===== config.mk =====
export PLATFORM = sky130hd
export DESIGN_NAME = ram_arbiter
export DESIGN_NICKNAME = d
export VERILOG_FILES = /design/src/rtl/ram_arb_pkg.sv /design/src/rtl/ram_arb_select.sv /design/src/rtl/ram_arbiter.sv
export SDC_FILE = /design/constraint.sdc
export NUM_CORES = 1
export LEC_CHECK = 0
export BUFFER_PORTS_ARGS = -buffer_cell sky130_fd_sc_hd__buf_2
export CAP_MARGIN = 10
export CORE_AREA = 2 2 100 102
export DETAILED_ROUTE_END_ITERATION = 10
export DIE_AREA = 0 0 102 104
export PLACE_DENSITY = 0.74
export SLEW_MARGIN = 20
export SYNTH_ARGS = -nofsm -noshare
export SYNTH_HDL_FRONTEND = slang
export SYNTH_HIERARCHICAL = 1
export SYNTH_SLANG_ARGS = --single-unit

===== constraint.sdc =====
create_clock -name clk_i -period 4.4 [get_ports clk_i]
set_input_delay 1.32 -clock clk_i [delete_from_list [all_inputs] [get_ports clk_i]]
set_output_delay 1.32 -clock clk_i [all_outputs]
set_load 0.02 [all_outputs]

===== src/rtl/ram_arb_pkg.sv =====
// ---------------------------------------------------------------------------
// ram_arb_pkg
// Shared definitions for the two-port RAM arbiter: FSM state encoding,
// latched operation encoding and the port index constants that identify
// the instruction-fetch port (0) and the load/store port (1).
// ---------------------------------------------------------------------------
package ram_arb_pkg;

    typedef enum logic [1:0] {
        IDLE  = 2'd0,
        ISSUE = 2'd1,
        WAIT  = 2'd2
    } state_t;

    typedef enum logic {
        OP_READ  = 1'b0,
        OP_WRITE = 1'b1
    } op_t;

    localparam logic PORT_FETCH = 1'b0;
    localparam logic PORT_LSU   = 1'b1;

endpackage


===== src/rtl/ram_arb_select.sv =====
// ---------------------------------------------------------------------------
// ram_arb_select
// Combinational 2-way picker deciding which requesting port is served next.
// Build option: define RAM_ARB_RR_EN for round-robin arbitration (on a tie
// the port that was not granted last wins); otherwise fixed priority with
// the load/store port (p1) above the fetch port (p0).
//
// Ports:
//   req[1:0]    in   request vector, bit 0 = p0, bit 1 = p1
//   last_grant  in   port granted by the previous transaction
//   grant       out  selected port (meaningful only when req != 0)
// ---------------------------------------------------------------------------
module ram_arb_select
    import ram_arb_pkg::*;
(
    input  logic [1:0] req,
    input  logic       last_grant,
    output logic       grant
);

`ifdef RAM_ARB_RR_EN
    // A tie goes to the port that did not win last time; a lone requester
    // always wins.
    always_comb begin
        if (&req) begin
            grant = ~last_grant;
        end else begin
            grant = req[0] ? PORT_FETCH : PORT_LSU;
        end
    end
`else
    // p0 only wins when it is the sole requester.
    logic unused_last_grant;
    assign unused_last_grant = last_grant;

    always_comb begin
        grant = (req[1] || !req[0]) ? PORT_LSU : PORT_FETCH;
    end
`endif

endmodule


===== src/rtl/ram_arbiter.sv =====
// ---------------------------------------------------------------------------
// ram_arbiter
// Shares the single SRAM wrapper between the instruction-fetch port (p0)
// and the load/store port (p1). One transaction is captured in IDLE,
// strobed to the RAM for exactly one cycle in ISSUE, and completed in WAIT
// when the RAM answers; the granted port then sees a one-cycle ready pulse.
// Build option: RAM_ARB_RR_EN selects round-robin arbitration (see
// ram_arb_select); the default is fixed priority p1 > p0.
//
// Ports:
//   clk_i, rst_i              clock, synchronous active-high reset
//   pN_read_i/pN_write_i      held requests from port N (write wins if both)
//   pN_addr_i/data_i/byte_select_i   request payload
//   pN_ready_o                completion pulse, pN_data_o read data
//   ram_read_o/ram_write_o    one-cycle RAM strobes
//   ram_addr_o/data_o/byte_select_o  registered RAM payload
//   ram_ready_i/ram_data_i    RAM completion and read data
//   grant_o                   current/last granted port, busy_o in ISSUE/WAIT
// ---------------------------------------------------------------------------
module ram_arbiter
    import ram_arb_pkg::*;
#(
    parameter int ADDR_W = 15,
    parameter int DATA_W = 32
) (
    input  logic                  clk_i,
    input  logic                  rst_i,
    input  logic                  p0_read_i,
    input  logic                  p0_write_i,
    input  logic [ADDR_W-1:0]     p0_addr_i,
    input  logic [DATA_W-1:0]     p0_data_i,
    input  logic [DATA_W/8-1:0]   p0_byte_select_i,
    output logic                  p0_ready_o,
    output logic [DATA_W-1:0]     p0_data_o,
    input  logic                  p1_read_i,
    input  logic                  p1_write_i,
    input  logic [ADDR_W-1:0]     p1_addr_i,
    input  logic [DATA_W-1:0]     p1_data_i,
    input  logic [DATA_W/8-1:0]   p1_byte_select_i,
    output logic                  p1_ready_o,
    output logic [DATA_W-1:0]     p1_data_o,
    output logic                  ram_read_o,
    output logic                  ram_write_o,
    output logic [ADDR_W-1:0]     ram_addr_o,
    output logic [DATA_W-1:0]     ram_data_o,
    output logic [DATA_W/8-1:0]   ram_byte_select_o,
    input  logic                  ram_ready_i,
    input  logic [DATA_W-1:0]     ram_data_i,
    output logic                  grant_o,
    output logic                  busy_o
);

    localparam int BS_W = DATA_W / 8;

    state_t            state;
    logic [1:0]        req;
    logic              sel;
    logic              sel_write;
    logic [ADDR_W-1:0] sel_addr;
    logic [DATA_W-1:0] sel_data;
    logic [BS_W-1:0]   sel_bs;
    op_t               next_op;

    assign req = {p1_read_i | p1_write_i, p0_read_i | p0_write_i};

    ram_arb_select u_select (
        .req        (req),
        .last_grant (grant_o),
        .grant      (sel)
    );

    // Payload of whichever port the picker chose this cycle.
    always_comb begin
        if (sel == PORT_LSU) begin
            sel_write = p1_write_i;
            sel_addr  = p1_addr_i;
            sel_data  = p1_data_i;
            sel_bs    = p1_byte_select_i;
        end else begin
            sel_write = p0_write_i;
            sel_addr  = p0_addr_i;
            sel_data  = p0_data_i;
            sel_bs    = p0_byte_select_i;
        end
    end

    // A port raising both read and write is treated as a write.
    assign next_op = sel_write ? OP_WRITE : OP_READ;

    // Transaction FSM. The strobes are loaded on the IDLE->ISSUE edge so
    // they are high for exactly the ISSUE cycle, and cleared leaving it.
    always_ff @(posedge clk_i) begin
        if (rst_i) begin
            state             <= IDLE;
            ram_read_o        <= 1'b0;
            ram_write_o       <= 1'b0;
            ram_addr_o        <= '0;
            ram_data_o        <= '0;
            ram_byte_select_o <= '0;
            grant_o           <= PORT_FETCH;
            busy_o            <= 1'b0;
        end else begin
            case (state)
                IDLE: begin
                    if (|req) begin
                        ram_addr_o        <= sel_addr;
                        ram_data_o        <= sel_data;
                        ram_byte_select_o <= sel_bs;
                        ram_write_o       <= (next_op == OP_WRITE);
                        ram_read_o        <= (next_op == OP_READ);
                        grant_o           <= sel;
                        busy_o            <= 1'b1;
                        state             <= ISSUE;
                    end
                end
                ISSUE: begin
                    ram_read_o  <= 1'b0;
                    ram_write_o <= 1'b0;
                    state       <= WAIT;
                end
                WAIT: begin
                    if (ram_ready_i) begin
                        busy_o <= 1'b0;
                        state  <= IDLE;
                    end
                end
                default: begin
                    state <= IDLE;
                end
            endcase
        end
    end

    // Completion is forwarded in the same cycle the RAM answers; answers
    // outside WAIT (e.g. after a reset abort) never reach a port.
    assign p0_ready_o = (state == WAIT) && ram_ready_i && (grant_o == PORT_FETCH);
    assign p1_ready_o = (state == WAIT) && ram_ready_i && (grant_o == PORT_LSU);

    assign p0_data_o = ram_data_i;
    assign p1_data_o = ram_data_i;

endmodule


# Word-level counts from Yosys, hierarchy flattened
# Cells that the tools add are included.
[op_classes]
bitwise_logic = 4
eq_ne = 4
muxes = 16
n_reduce_logical = 13
[ops]
columns = ["cell", "n"]
rows = [
  ["$mux 32", 1],
  ["$mux 15", 1],
  ["$mux 1", 7],
  ["$pmux 1 s2", 3],
  ["$pmux 2 s3", 1],
  ["$reduce_and 2->1", 3],
  ["$mux 2", 2],
  ["$mux 4", 1],
  ["$ne 2x2->1 const B", 2],
  ["$reduce_bool 2->1", 2],
  ["$logic_and 1x1->1", 3],
  ["$reduce_and 3->1", 1],
  ["$eq 2x1->1 const B", 1],
  ["$eq 2x2->1 const B", 1],
  ["$logic_not 2->1", 1],
  ["$not 1->1", 2],
  ["$or 1x1->1", 2],
  ["$reduce_or 2->1", 1],
  ["$logic_not 1->1", 1],
  ["$logic_or 1x1->1", 1],
]
[word_totals]
register_bits = 57
word_cells = 45
inputBits = 141

# Longest topological paths before layout
# Gate-level depths: netlist of run 1.
[depth]
word_depth = 9
mapped_depth = 6

# By module
# The synthesis of run 1 kept the hierarchy.
[by_module_without_submodules]
columns = ["module", "instances", "area_each_um2", "cells_each", "seq_area_each_um2"]
rows = [
  ["ram_arbiter", 1, 3093.0, 330, 1141.1],
  ["ram_arb_select", 1, 6.3, 1, 0.0],
]

# Worst setup path before layout of run 1
# No wires, ideal clock.
[synth_timing]
path_kind = "input to output"
from = "input ram_ready_i"
to = "output p0_ready_o"
arrival_ns = 1.712
path_slack_ns = 1.368
cell_stages = 2
path_buffers = 0
cell_sequence = "nand3b_1 > nor2_1"
[synth_between]
elab_chain_cells = 2
[synth_lines]
columns = ["item", "line_no", "source"]
rows = [
  ["start: declaration", "ram_arbiter.sv:47", "input logic ram_ready_i,"],
  ["$logic_and 1x1->1 (2 in series)", "ram_arbiter.sv:136", "assign p0_ready_o = (state == WAIT) && ram_ready_i && (grant_o == PORT_FETCH);"],
  ["end: declaration", "ram_arbiter.sv:33", "output logic p0_ready_o,"],
]
# No other way between the ends.

# Worst setup path in the final report of run 1
[layout_timing]
from = "input ram_ready_i"
to = "output p1_ready_o"
[layout_between]
elab_chain_cells = 2
[layout_lines]
columns = ["item", "line_no", "source"]
rows = [
  ["$logic_and 1x1->1 (2 in series)", "ram_arbiter.sv:137", "assign p1_ready_o = (state == WAIT) && ram_ready_i && (grant_o == PORT_LSU);"],
  ["end: declaration", "ram_arbiter.sv:40", "output logic p1_ready_o,"],
]
# No other way between the ends.

==> reports/metrics.cfg, run 1 <==
[status]
outcome = finished clean

[pwr]
peakVddDrop_uv = 159
p_leak_uw = 0.00200
cellPowerDensity_nw_per_um2 = 436

[detailed_routing]
drtPass1Iterations = 4
drcViolationCount = 0
vias = 2721
detail_route.wirelength_um = 8830
viasPerCell = 4.89
drtIter0Drc = 65
wl_per_cell_um = 15.8
drtAntennaViolNets = 0

[worst_setup_path]
start_kind = input pin
crit_path_frequent_cell = buf_2
critPathMaxStageDelay_ps = 170
crit_path_top_delay_cell = buf_2
criticalPathCategory = input pin to output pin
path_max_fanout = 3
path_cells = buf_2, nand3b_1, nor2_1, buf_2
arrival_ps = 1790
required_ps = 3080
endpoint_kind = output pin
ff2ff_setup_slack_ps = 2670

[timing]
skew_ps = 8.97
fin_ws_ps = 1290
drv_slew = 0
relSlewSlack = 0.349
rsz0062_at_grt = no
worst_pin_slew_ps = 977
layout_worst_path_cycle_share = 0.707
fmax_mhz = 321
setup_violations = 0
tns_ps = 0
period_needed_ps = 3110
hold_viol_final = 0

[clock_network]
cts_tree = yes
clock-sinks = 57
clk_pin_slew_ps = 70
cts_buffers = 9
clock_path_buffers = 2
post_cts_resized = 0
clkLatencyLatePin_ps = 320
cts_hold_buf = 0
htree_levels = 3
cts.root.buffer_cell = clkbuf_8
cts_setup_buffers = 0

[global_route]
grt-ovfl-total = 0
grt_max_degree = 55
grt_use_met3 = 0.0531
grt_pass1_wl_um = 13000
use_met2 = 0.278
grt_pass1_vias = 2588
antenna_found_initial = 0
grt_use_met1 = 0.173
grt_busiest_layer = met2
track_usage = 0.156

[die]
die_area_um2 = 10600
chipWidth_um = 102
ios = 262
core_um2 = 9550
initial_core_util = 0.325
num_rows = 36
die_y_um = 104

[cells_and_area]
final_cell_mix = buf_2 (165), dfxtp_1 (57), a21oi_1 (55), mux2i_1 (52), a211oi_1 (51)
layout-drive-gt1-share = 0.455
final_nets = 560
num_antenna_cells = 0
fin_util = 0.396
final_common_cell = buf_2
fillers = 1023
flow.area_growth_from_synthesis_pct = 22.0

[job]
cap_violations = 0

[placed_design]
dp_hpwl_um = 6430
routabilityCongestion = 0.730
portBuffers = 165
dp_slack_ps = 1150

[yosys]
synth_area_um2 = 3100
ys_warn_count = 6
synth_cells = 331
seq_area_frac_synth = 0.368
ys_ff_latch = 57
synth_fp_nets = 472
synth_top_cell_area_share = 0.368
synth_cell_types = 23
synth_top_area_cell = dfxtp_1
netlist_top_cells_area = dfxtp_1 (37%), mux2i_1 (17%), buf_4 (16%)
syn_avg_cell_area_um2 = 9.36

[hold_path]
hold_class = flop to flop

[per-layer routing]
| metal | share of wire | vias to the layer above |
|---|---|---|
| met5 | 0 | - |
| met4 | 0.013 | 0 |
| met3 | 0.084 | 10 |
| met2 | 0.51 | 152 |
| met1 | 0.39 | 1248 |
| li1 | - | 1311 |
[final cells by class]
class	instances	area [µm²]	area share
multi-input cells	180	1340	0.353
inverters	2	7.51	0.00198
clock inverters	5	103	0.0271
flip-flops and latches	57	1140	0.302
clock buffers	11	141	0.0374
well taps	133	166	0.0440
repair buffers	169	888	0.235
[where the power goes]
part           internal [µW]  switching (µW)
logic                    173             253
clock network            391             205
registers                586            39.9
total                   1150             497
[synthesized netlist by cell type]
cell	instances
a211oi_1	51
a21oi_1	55
a41o_1	1
buf_2	11
buf_4	64
buf_6	5
clkbuf_1	12
dfxtp_1	57
inv_1	2
mux2i_1	52
nand2_1	2
nand2b_1	2
nand3_1	2
nand3b_1	1
nor2_1	4
nor2_2	1
nor4_1	1
nor4_2	1
o211ai_1	1
o21ai_0	1
or2_2	3
or3b_2	1
or4_1	1
[per-stage QoR]
step	hold slack (ps)	area, µm²	total power, µW	cells
2_1_floorplan	527	3100	978	331
3_3_place_gp	446	3490	1040	539
3_5_place_dp	452	3490	1050	539
4_1_cts	462	3730	1660	555
5_1_grt	482	3780	1740	557
6_report	461	3780	1650	557
[state kept, by name, summed over array words and instances (netlist names)]
register	flops
busy_o	1
grant_o	1
ram_addr_o	15
ram_byte_select_o	4
ram_data_o	32
ram_read_o	1
ram_write_o	1
state	2
[kinds of logic (layout without fill, tap and decap cells)]
group,Yosys count,after routing,share of synthesized area
buf+inv,94,187,0.208
mux,52,52,0.168
flops,57,57,0.368
simple gates,19,19,0.0363
compound gates,109,109,0.220
[final timing paths]
| kind | cells after the start | end | startpoint |
|---|---|---|---|
| worst max register to register | 4 | ram_data_o[7] | state[1] |
| worst max-delay path | 4 | p1_ready_o | ram_ready_i |
| worst min-delay path | 2 | busy_o | busy_o |
| worst min register to register | 2 | busy_o | busy_o |
[critical path: cells and delay by family]
kind                   cells  cell delay, ps
buffers and inverters      2             260
AND/OR/NAND/NOR            2             220
(Power assumes the default switching activity.)
==> run 2: changes to the inputs <==
ABC_AREA = 1   (was not set)
PLACE_DENSITY = 0.76   (was 0.74)
clock period = 3.2 ns   (was 4.4 ns; I/O delays follow)
==> reports/metrics.cfg, run 2 <==
[status]
outcome = finished clean

[cells_and_area]
final_cell_mix = nand2_1 (202), buf_2 (165), dfxtp_1 (57), nand3_1 (54), a21oi_1 (45)
top_register = ram_data_o
largestRegisters = ram_data_o (32), ram_addr_o (15), ram_byte_select_o (4)
final_common_cell = nand2_1
largest_reg_flops = 32  ; unchanged
fin_util = 0.415  ; +0.0186
layout-drive-gt1-share = 0.365  ; -0.0897
flow.area_growth_from_synthesis_pct = 19.2
final_nets = 727  ; +30%
num_antenna_cells = 0  ; unchanged
fillers = 1045  ; +2.2%
fin_cells = 724  ; +30%

[clock_network]
clk_pin_slew_ps = 70  ; about the same
post_cts_resized = 0  ; unchanged
cts_buffers = 9  ; unchanged
htree_levels = 3  ; unchanged
cts_setup_buffers = 0  ; unchanged
clock_path_buffers = 2  ; unchanged
cts_tree = yes
cts_hold_buf = 0  ; unchanged
clock-sinks = 57  ; unchanged
cts.root.buffer_cell = clkbuf_8
clkLatencyLatePin_ps = 330  ; about the same

[yosys]
synth_fp_nets = 639  ; +35%
seq_area_frac_synth = 0.344  ; -0.0247
synth_edf_count = 0  ; unchanged
synth_top_flop_cell = dfxtp_1
synthTopCellsByCount = nand2_1 (203), buf_4 (65), dfxtp_1 (57)
syn_avg_cell_area_um2 = 6.67  ; -29%
netlist_top_cells_area = dfxtp_1 (34%), nand2_1 (23%), buf_4 (15%)
ys_ff_latch = 57  ; unchanged
synth_cell_types = 17  ; -26%
synth_top_cell_area_share = 0.344  ; -0.0247
synth_cells = 498  ; +50%
yosysMostFrequentCell = nand2_1
synth_area_um2 = 3320  ; +7.2%
synth_top_area_cell = dfxtp_1
synthArstFlopShare = 0  ; unchanged
ys_warn_count = 6  ; unchanged

[detailed_routing]
drtIter0Drc = 88  ; +35%
detail_route.wirelength_um = 9320  ; +5.6%
drtPass1Iterations = 4  ; unchanged
vias = 3301  ; +21%
drtAntennaViolNets = 0  ; unchanged
drcViolationCount = 0  ; unchanged
viasPerCell = 4.56  ; -6.7%
wl_per_cell_um = 12.9  ; -19%

[worst_setup_path]
criticalPathCategory = input pin to output pin
ff2ff_setup_slack_ps = 1290  ; -1380 ps
worst-path-buf-inv = 2  ; unchanged
r2r-start = state[1]
crit_path_top_delay_cell = buf_2
path_cells = buf_2, nand3_1, nor2_1, buf_2
critPathMaxStageDelay_ps = 170  ; about the same
cp.depth = 4  ; unchanged
arrival_ps = 1480  ; -310 ps
required_ps = 2240  ; -840 ps
start_kind = input pin
r2r_end = ram_addr_o[0]
path_max_fanout = 3  ; unchanged
endpoint_kind = output pin
crit_path_frequent_cell = buf_2
crit_family = simple AND/OR/NAND/NOR gates
worstRegToRegCells = 5  ; +1

[pwr]
p_leak_uw = 0.00211  ; +5.6%
peakVddDrop_uv = 168  ; +6.0%
cellPowerDensity_nw_per_um2 = 552  ; +27%

[hold_path]
min_from = ram_data_o[1]
hold_class = flop to flop
min_path_cells = 2  ; unchanged
whs_endpoint = ram_data_o[1]

[timing]
fmax_mhz = 410
rsz0062_at_grt = no
worst_pin_slew_ps = 665  ; -311 ps
period_needed_ps = 2440
drv_slew = 0  ; unchanged
relSlewSlack = 0.555  ; +0.207
setup_violations = 0  ; unchanged
tns_ps = 0  ; unchanged
hold_viol_final = 0  ; unchanged
layout_worst_path_cycle_share = 0.761
skew_ps = 1.92  ; -7.05 ps

[global_route]
antenna_found_initial = 0  ; unchanged
grt_pass1_wl_um = 14600  ; +13%
grt_max_degree = 54  ; -1.8%
grt_use_met1 = 0.196  ; +0.0236
grt_pass1_vias = 3026  ; +17%
grt_busiest_layer = met2
grt-ovfl-total = 0  ; unchanged
grt_use_met3 = 0.0457  ; -0.00739
track_usage = 0.173  ; +0.0169
use_met2 = 0.305  ; +0.0268

[placed_design]
dp_hpwl_um = 6860  ; +6.8%
place_inst = 708  ; +31%
portBuffers = 165  ; unchanged
routabilityCongestion = 0.785  ; +7.6%

[die]
ios = 262  ; unchanged
chipWidth_um = 102  ; unchanged
die_area_um2 = 10600  ; unchanged
die_y_um = 104  ; unchanged
initial_core_util = 0.348  ; +0.0233
num_rows = 36  ; unchanged
core_um2 = 9550  ; unchanged

[job]
cap_violations = 0  ; unchanged

==> run 2: cell types whose count changed after synthesis, sizes merged, moves of 4 or more <==
cell / change
a211oi: -51
nor2: +4
buf: +7
nand2: +213
nand3: +52
mux2i: -52
inv: +6
==> run 2: per-stage QoR <==
step                worst slack [ps]  hold slack (ps)  cell area [µm²]  power [µW]
finish                           764              458             3960        2180
floorplan                        884              516             3320        1320
global route                     653              473             3960        2310
CTS                              748              461             3960        2220
detailed placement               695              451             3720        1380
global placement                 733              446             3720        1380
==> run 2: worst max-delay path by stage <==
stage,to,startpoint,slack [ps]
after CTS,p1_ready_o,ram_ready_i,750
after detailed placement,ram_data_o[4],p0_write_i,700
after global placement,ram_data_o[28],p0_write_i,730
after global routing,p0_ready_o,ram_ready_i,650
after floorplan,p0_ready_o,ram_ready_i,880
final,p0_ready_o,ram_ready_i,760
==> run 2: where the power goes <==
group          switching (µW)  total, µW  internal [µW]
clock network             292        826            534
logic                     336        535            199
registers                40.2        824            784
total                     668       2180           1520
==> run 2: layout make-up <==
type                    count  area (µm²)  share of cell area
repair buffers            174         893               0.226
inverters                   9        33.8             0.00853
flip-flops and latches     57        1140               0.288
clock inverters             6         105              0.0265
multi-input cells         335        1480               0.374
clock buffers              10         138              0.0348
well taps                 133         166              0.0420
==> run 2: cells by family (layout without fill, tap and decap cells) <==
logic type | after synthesis | count (layout) | synth area share
flip-flops | 57 | 57 | 0.344
buffers and inverters | 106 | 199 | 0.211
AO/OA/AOI/OAI | 55 | 55 | 0.0942
AND/OR/NAND/NOR | 280 | 280 | 0.351
==> run 2: metal layers <==
layer	wire, µm	vias to the layer above	share of wire
met5	0	-	0
met1	3790	1461	0.41
met2	4720	142	0.51
met3	723	13	0.078
li1	-	1685	-
met4	82	0	0.0088
==> run 2: worst min-delay path, stage by stage, from the launching register on <==
cell	delay, ps
dfxtp_1	310
nand2_1	60
a21oi_1	50
